### src/rtl/sme_feeder.sv
// Buffers one newline-delimited job (string line, then pattern line) and replays it into the SME.
// Optional macro SME_FEEDER_STR_REUSE_EN lets an empty string line reuse the SME's previous string.
module sme_feeder #(
    parameter int          STR_MAX = 32,
    parameter int          PAT_MAX = 8,
    parameter logic [7:0]  TERM    = 8'h0A
) (
    input  logic       clk,
    input  logic       reset,
    input  logic [7:0] in_data,
    input  logic       in_valid,
    output logic       in_ready,
    output logic [7:0] chardata,
    output logic       isstring,
    output logic       ispattern,
    input  logic       sme_valid,
    output logic       err,
    output logic       busy
);

    localparam int STR_LW = $clog2(STR_MAX + 1);
    localparam int PAT_LW = $clog2(PAT_MAX + 1);
    localparam int STR_AW = $clog2(STR_MAX);
    localparam int PAT_AW = $clog2(PAT_MAX);
    localparam int IDX_W  = (STR_LW > PAT_LW) ? STR_LW : PAT_LW;
    localparam logic [STR_LW-1:0] STR_FULL = STR_LW'(STR_MAX);
    localparam logic [PAT_LW-1:0] PAT_FULL = PAT_LW'(PAT_MAX);

`ifdef SME_FEEDER_STR_REUSE_EN
    localparam bit STR_REUSE = 1'b1;
`else
    localparam bit STR_REUSE = 1'b0;
`endif

    typedef enum logic [2:0] {RX_STR, RX_PAT, TX_STR, TX_PAT, WAIT} state_t;

    state_t            state, state_next;
    logic [7:0]        str_buf [STR_MAX];
    logic [7:0]        pat_buf [PAT_MAX];
    logic [STR_LW-1:0] str_len;
    logic [PAT_LW-1:0] pat_len;
    logic [IDX_W-1:0]  idx;
    logic              ovf;

    logic       accept, is_term, bad_job, str_room, pat_room, str_last, pat_last;
    logic [7:0] chardata_d;
    logic       isstring_d, ispattern_d;

    assign accept   = in_valid & in_ready;
    assign is_term  = (in_data == TERM);
    assign str_room = (str_len < STR_FULL);
    assign pat_room = (pat_len < PAT_FULL);
    assign str_last = (idx == IDX_W'(str_len - 1'b1));
    assign pat_last = (idx == IDX_W'(pat_len - 1'b1));
    assign bad_job  = (state == RX_PAT) && accept && is_term &&
                      ((pat_len == '0) || ovf || (!STR_REUSE && (str_len == '0)));

    always_ff @(posedge clk or posedge reset) begin
        if (reset) state <= RX_STR;
        else       state <= state_next;
    end

    always_comb begin
        state_next = state;
        case (state)
            RX_STR: if (accept && is_term) state_next = RX_PAT;
            RX_PAT: begin
                if (accept && is_term) begin
                    if (bad_job)              state_next = RX_STR;
                    else if (str_len == '0)   state_next = TX_PAT;
                    else                      state_next = TX_STR;
                end
            end
            // The pattern burst must follow the string burst with no idle cycle.
            TX_STR: if (str_last) state_next = TX_PAT;
            TX_PAT: if (pat_last) state_next = WAIT;
            WAIT:   if (sme_valid) state_next = RX_STR;
            default: state_next = RX_STR;
        endcase
    end

    always_comb begin
        in_ready    = (state == RX_STR) || (state == RX_PAT);
        busy        = (state == TX_STR) || (state == TX_PAT) || (state == WAIT);
        chardata_d  = 8'h00;
        isstring_d  = 1'b0;
        ispattern_d = 1'b0;
        if (state == TX_STR) begin
            chardata_d = str_buf[idx[STR_AW-1:0]];
            isstring_d = 1'b1;
        end else if (state == TX_PAT) begin
            chardata_d  = pat_buf[idx[PAT_AW-1:0]];
            ispattern_d = 1'b1;
        end
    end

    always_ff @(posedge clk) begin
        if (accept && !is_term) begin
            if (state == RX_STR && str_room) str_buf[str_len[STR_AW-1:0]] <= in_data;
            if (state == RX_PAT && pat_room) pat_buf[pat_len[PAT_AW-1:0]] <= in_data;
        end
    end

    always_ff @(posedge clk or posedge reset) begin
        if (reset) begin
            str_len <= '0;
            pat_len <= '0;
            idx     <= '0;
            ovf     <= 1'b0;
        end else begin
            case (state)
                RX_STR: begin
                    if (accept && !is_term) begin
                        if (str_room) str_len <= str_len + 1'b1;
                        else          ovf     <= 1'b1;
                    end
                end
                RX_PAT: begin
                    if (accept && !is_term) begin
                        if (pat_room) pat_len <= pat_len + 1'b1;
                        else          ovf     <= 1'b1;
                    end else if (bad_job) begin
                        str_len <= '0;
                        pat_len <= '0;
                        ovf     <= 1'b0;
                    end
                end
                TX_STR: idx <= str_last ? '0 : idx + 1'b1;
                TX_PAT: idx <= pat_last ? '0 : idx + 1'b1;
                WAIT: begin
                    if (sme_valid) begin
                        str_len <= '0;
                        pat_len <= '0;
                        idx     <= '0;
                    end
                end
                default: ;
            endcase
        end
    end

    always_ff @(posedge clk or posedge reset) begin
        if (reset) begin
            chardata  <= 8'h00;
            isstring  <= 1'b0;
            ispattern <= 1'b0;
            err       <= 1'b0;
        end else begin
            chardata  <= chardata_d;
            isstring  <= isstring_d;
            ispattern <= ispattern_d;
            err       <= bad_job;
        end
    end

endmodule
### config.mk
export PLATFORM = sky130hd
export DESIGN_NAME = sme_feeder
export DESIGN_NICKNAME = d
export VERILOG_FILES = /design/src/rtl/sme_feeder.sv
export SDC_FILE = /design/constraint.sdc
export NUM_CORES = 1
export LEC_CHECK = 0
export ABC_AREA = 1
export CAP_MARGIN = 30
export CORE_ASPECT_RATIO = 0.6
export CORE_MARGIN = 5
export CORE_UTILIZATION = 30
export CTS_CLUSTER_SIZE = 10
export DETAILED_ROUTE_END_ITERATION = 12
export SYNTH_ARGS = -nofsm -noshare
export SYNTH_HDL_FRONTEND = slang
export SYNTH_SLANG_ARGS = --single-unit
### constraint.sdc
create_clock -name clk -period 2.9 [get_ports clk]
set_input_delay 0.435 -clock clk [delete_from_list [all_inputs] [get_ports clk]]
set_output_delay 0.435 -clock clk [all_outputs]
set_load 0.005 [all_outputs]
==> results of run 1 <==
==> how the worst max path moves through the flow <==
stage | endpoint | from | cells after the start | slack, ns
global route | idx[3]$_DFFE_PP0P_ | pat_len[0]$_DFFE_PP0P_ | 11 | 0.37
floorplan | pat_buf[3][0]$_DFFE_PP_ | state[2]$_DFFE_PP0P_ | 9 | 0.44
detailed placement | str_buf[21][0]$_DFFE_PP_ | in_data[4] | 12 | 0.14
global placement | str_buf[17][3]$_DFFE_PP_ | in_data[4] | 12 | 0.18
CTS | busy | state[0]$_DFFE_PP0P_ | 3 | 0.46
finish | busy | state[0]$_DFFE_PP0P_ | 3 | 0.48
==> logic make-up (layout without fill, tap and decap cells) <==
group / count (synthesis) / in the layout / share of synthesized area [%]
other: 0 / 1 / 0
XOR/XNOR: 8 / 8 / 0.472
buffers and inverters: 141 / 239 / 3.91
flip-flops: 351 / 351 / 69.9
AO/OA/AOI/OAI: 265 / 265 / 10.1
adder cells (fa/ha/maj): 8 / 8 / 0.674
AND/OR/NAND/NOR: 536 / 536 / 14.9
==> area by class of cell <==
cell class	count	area, um^2
diodes	1	2.50
clock buffers	65	1140
clock inverters	2	25.0
fillers	4824	31800
inverters	71	269
multi-input cells	817	3890
flip-flops and latches	351	10400
well taps	650	813
repair buffers	101	853
==> per-stage QoR <==
step	area, um^2	worst slack (ns)	hold slack [ns]	utilization (%)
6_report	17400	0.481	0.153	35.3
3_3_place_gp	16200	0.178	0.524	33.0
5_1_grt	17400	0.374	0.203	35.3
4_1_cts	17400	0.455	0.165	35.3
3_5_place_dp	16200	0.136	0.534	33.0
2_1_floorplan	14900	0.443	0.504	-
==> state kept, by name, summed over array words and instances (netlist names) <==
name and cells:
pat_buf 64, err 1, isstring 1, ovf 1, str_len 6, str_buf 256, pat_len 4, ispattern 1
chardata 8, state 3, idx 6
==> worst max-delay path, stage by stage, from the launching register on <==
cell and delay (ns):
dfrtp_1 0.47, nor3_4 0.33, or2_2 0.17, clkdlybuf4s50_1 0.49
==> cell usage after synthesis <==
cell type,count
o21ai_1,3
nand3_1,74
nand2_1,180
xor2_1,6
o211ai_1,40
buf_2,29
o31ai_1,1
a21oi_1,16
inv_2,3
edfxtp_1,320
clkbuf_1,37
nand3b_1,6
nor3b_1,1
nand2_4,1
or2_2,7
nor2_2,3
inv_1,65
dfrtp_1,31
buf_4,4
nor3_1,6
a21boi_0,2
nor2_1,248
o21ai_0,166
o22ai_1,29
nor2_4,2
clkinv_1,3
nand2_2,3
o221ai_1,8
ha_1,8
and3_1,2
xnor2_1,2
nor4_1,2
nor3_4,1
==> power by group <==
group,internal (mW),switching (mW)
logic,1.63,3.74
clock network,2.67,1.94
registers,5.74,0.256
==> metal layers <==
layer	wire, um	vias up
li1	-	4765
met5	0	-
met2	16800	509
met1	19600	5118
met3	5050	51
met4	709	0
==> out/qor.csv, run 1 <==
metric,value,unit
Fin. Hold Viols,0,
worst path arrival time,1.98,ns
Num Clock Sinks,351,
top-area cell type share of the netlist area,64.7,%
core area,49200,um^2
detailed-route wire length per cell,20.5,um
period utilization,83.4,%
pwr/cell area,919,nW/um^2
CP startpoint kind,flop,
RSZ-0062 raised after global routing,no,
IO Port Bufs,24,
Crit path required time,2.47,ns
Clock Tree Root,clkbuf_16,
cells on worst reg2reg path,10,
max-capacitance violation count,0,
area grow syn2layout,17.0,%
min-delay worst type,in2async,
Via Count,10443,
initial antenna violation count,0,
peak supply drop,0.470,mV
CP max FO,6,
warnings from Yosys,0,
Ports,25,
Setup CP Type,reg2out,
postcts setup bufs,0,
Yosys reg bits,351,
status,completed,
vias in the first global route,10144,
r2r setup slk,0.50,ns
Detail Placement HPWL,27.0,mm
Syn Area/Cell,11.3,um^2
synth top area cells,"edfxtp_1 65%, nor2_1 6.3%, o21ai_0 5.6%",
total track usage,15.2,%
met2 global-route usage,20.3,%
skew final,0.0162,ns
Yosys cell types,33,
synthesized instance count,1309,
Top Usage Layer GRT,met1,
CTS Hold Buffers Added,0,
FF-to-FF End,chardata[7]$_DFF_PP0_,
worst-margin pin slew,0.705,ns
first-pass GRT wire length,63.4,mm
DR vias/cell,5.07,
"commonest non-fill, non-tap cell in the layout",edfxtp_1,
Routed Antenna Nets,0,
pin count of the biggest net entering global routing,122,
Pre-antenna DRT Iters,5,
Leakage,6.15,nW
Rows,63,
Total Power,16.0,mW
GPL Wtd Cong,0.879,
Initial Utilization,30.2,%
Die X,297,um
die area,54200,um^2
CTS tree,yes,
Worst slew margin,52.9,%
Post-Syn Area,14900,um^2
"Seq/Total Area, Yosys",69.9,%
# resized after CTS,0,
clock-pin slew on the worst setup and hold paths,0.06,ns
GRT met1 Usage,23.6,%
CTS Buf Count,41,
setup_tns,0,ns
"area leader, netlist",edfxtp_1,
Max Clk Rate,413,MHz
Clock Path Buffers,3,
nature of the critical path endpoint,output port,
reg2reg start,idx[0]$_DFFE_PP0P_,
Final nets,1403,
layout cell share with drive strength beyond 1,10.4,%
GRT overflow,0,
Max Slew Vio Count,0,
Finished Layout Cells,2058,
final WL,42.2,mm
first-iteration detailed-routing DRC count,1393,
Final setup viols,0,
H-Tree Depth,2,
clk_lat worst skew,0.54,ns
die height,182,um
met3 Track Usage GR,5.42,%
Syn Nets,1329,
crit path time final,2.42,ns
DRC,0,
highest-count cells in the layout ignoring fill and taps,"320 x edfxtp_1, 248 x nor2_1, 180 x nand2_1",
# placed instances,1990,
Power figures use the tool's default switching activity.
==> inputs of run 2 (changes only) <==
Clock period 2.9 ns to 2.5 ns, I/O delays scaled along.
==> run 2 against run 1 <==
  * Count of clock-buffer cells in the layout is 1 lower
  * Worst setup slack got worse by 0.39 ns
  * Worst hold slack improved by 0.13 ns
  * Sequential power rose by 16%
  * Clock power is 21% higher
  * Die area stayed put
  * Clock skew grew 0.0096 ns
  * Utilization up 0.44 points
  * Critical path depth is 7 higher
  * Sequential share of layout area fell by 0.73 points
  * Cell area grew 1.2%
==> out/qor.csv, run 2 (synthesis gave the netlist of run 1 again) <==
metric,value,unit
status,completed,
CP cell instances,"buf_12, or2_2, nand3_1, o21ai_0, nand2_1, nand2_1, a21oi_1, nand2_1, nand3_1, nand2_1",
Clock Tree Root,clkbuf_16,
Clock Path Buffers,3,
postcts setup bufs,0,
Crit path buffers/inverters,1,
Detail Placement HPWL,27.1,mm
pwr/cell area,1080,nW/um^2
Ports,25,
met2 global-route usage,20.7,%
"commonest non-fill, non-tap cell in the layout",edfxtp_1,
Pre-antenna DRT Iters,5,
GPL Wtd Cong,0.938,
Max Slew Vio Count,0,
die height,182,um
peak supply drop,0.454,mV
layout cell share with drive strength beyond 1,11.8,%
final core occ,35.8,%
clk_lat worst skew,0.55,ns
max-capacitance violation count,0,
DRC,0,
"most used cell, CP",nand2_1,
Die X,297,um
Routed Antenna Nets,0,
clock-pin slew on the worst setup and hold paths,0.06,ns
CP max FO,31,
# placed instances,2008,
Via Count,10502,
Fillers,4829,
Largest register FFs,256,
Initial Utilization,30.2,%
CTS Buf Count,41,
Worst slew margin,54.0,%
CTS tree,yes,
Fin. Hold Viols,0,
die area,54200,um^2
highest-count cells in the layout ignoring fill and taps,"320 x edfxtp_1, 247 x nor2_1, 180 x nand2_1",
first-pass GRT wire length,63.5,mm
core area,49200,um^2
Critical-path top delay cell,dfrtp_4,
IO Port Bufs,24,
Final nets,1421,
diode count,0,
RSZ-0062 raised after global routing,no,
GRT overflow,0,
Worst Hold Slack,0.284,ns
first-iteration detailed-routing DRC count,1487,
delay of the slowest cell on the worst path,0.63,ns
Final setup viols,0,
vias in the first global route,10169,
period utilization,96.4,%
nature of the critical path endpoint,flop,
area grow syn2layout,18.5,%
pin count of the biggest net entering global routing,122,
initial antenna violation count,0,
Leakage,6.27,nW
Finished Layout Cells,2077,
final WL,42.4,mm
DR vias/cell,5.06,
Top Usage Layer GRT,met1,
H-Tree Depth,2,
Crit path required time,2.92,ns
worst-margin pin slew,0.690,ns
worst path arrival time,2.83,ns
met3 Track Usage GR,5.56,%
CP startpoint kind,flop,
min-delay worst type,in2async,
crit path time final,2.41,ns
Num Clock Sinks,351,
total track usage,15.3,%
Max Clk Rate,415,MHz
detailed-route wire length per cell,20.4,um
GRT met1 Usage,23.3,%
CP top delay family,simple AND/OR/NAND/NOR gates,
Rows,63,
Setup CP Type,reg2reg,
skew final,0.0258,ns
run 2: area by class of cell:
class / count / area, um^2 / area share, %
flip-flops and latches: 351 / 10400 / 59.1
clock inverters: 5 / 101 / 0.576
multi-input cells: 817 / 3890 / 22.1
well taps: 650 / 813 / 4.62
inverters: 71 / 273 / 1.55
clock buffers: 64 / 1110 / 6.32
repair buffers: 119 / 1010 / 5.76
run 2: tightest hold or removal path, delay by kind of cell:
kind	cells	cell delay [ns]
buf+inv	3	0.87
run 2: report_power, final:
group / internal, mW / leakage (nW) / total, mW / switching, mW
combinational: 2.05 / 2.42 / 6.46 / 4.41
clock: 3.26 / 0.579 / 5.57 / 2.32
sequential: 6.66 / 3.27 / 6.93 / 0.268
total: 12.0 / 6.27 / 19.0 / 6.99
run 2: through the flow:
step                instance area, um^2  total power, mW  setup TNS (ns)  setup WS [ns]
finish                            17600             19.0               0         0.0897
detailed placement                16400             13.3          -20.60         -0.135
floorplan                         14900             10.8               0         0.0426
global route                      17600             20.0               0        0.00669
global placement                  16400             13.3           -7.95         -0.109
CTS                               17600             18.9               0         0.0750
run 2: what timing repair did:
action                                  CTS  global route
hold buffers                              0             0
endpoints found under the setup margin    0            56
gates resized for setup                   0             2
run 2: worst paths after layout:
check                                    from                 endpoint  slack [ns]  depth (start not counted)
setup / recovery           idx[0]$_DFFE_PP0P_    chardata[6]$_DFF_PP0_        0.09                         10
hold / removal                          reset     state[0]$_DFFE_PP0P_        0.28                          3
setup reg to reg           idx[0]$_DFFE_PP0P_    chardata[6]$_DFF_PP0_        0.09                         10
hold reg to reg               ovf$_DFFE_PP0P_          ovf$_DFFE_PP0P_        0.53                          2
max in group asynchronous               reset       idx[0]$_DFFE_PP0P_        1.88                          3
min in group clk                   in_data[2]  pat_buf[0][2]$_DFFE_PP_        0.50                          2
run 2: layer usage:
layer / wire (um) / vias up
met5: 0 / -
met4: 680 / 0
met3: 5120 / 49
met2: 16600 / 532
met1: 20000 / 5126
li1: - / 4795
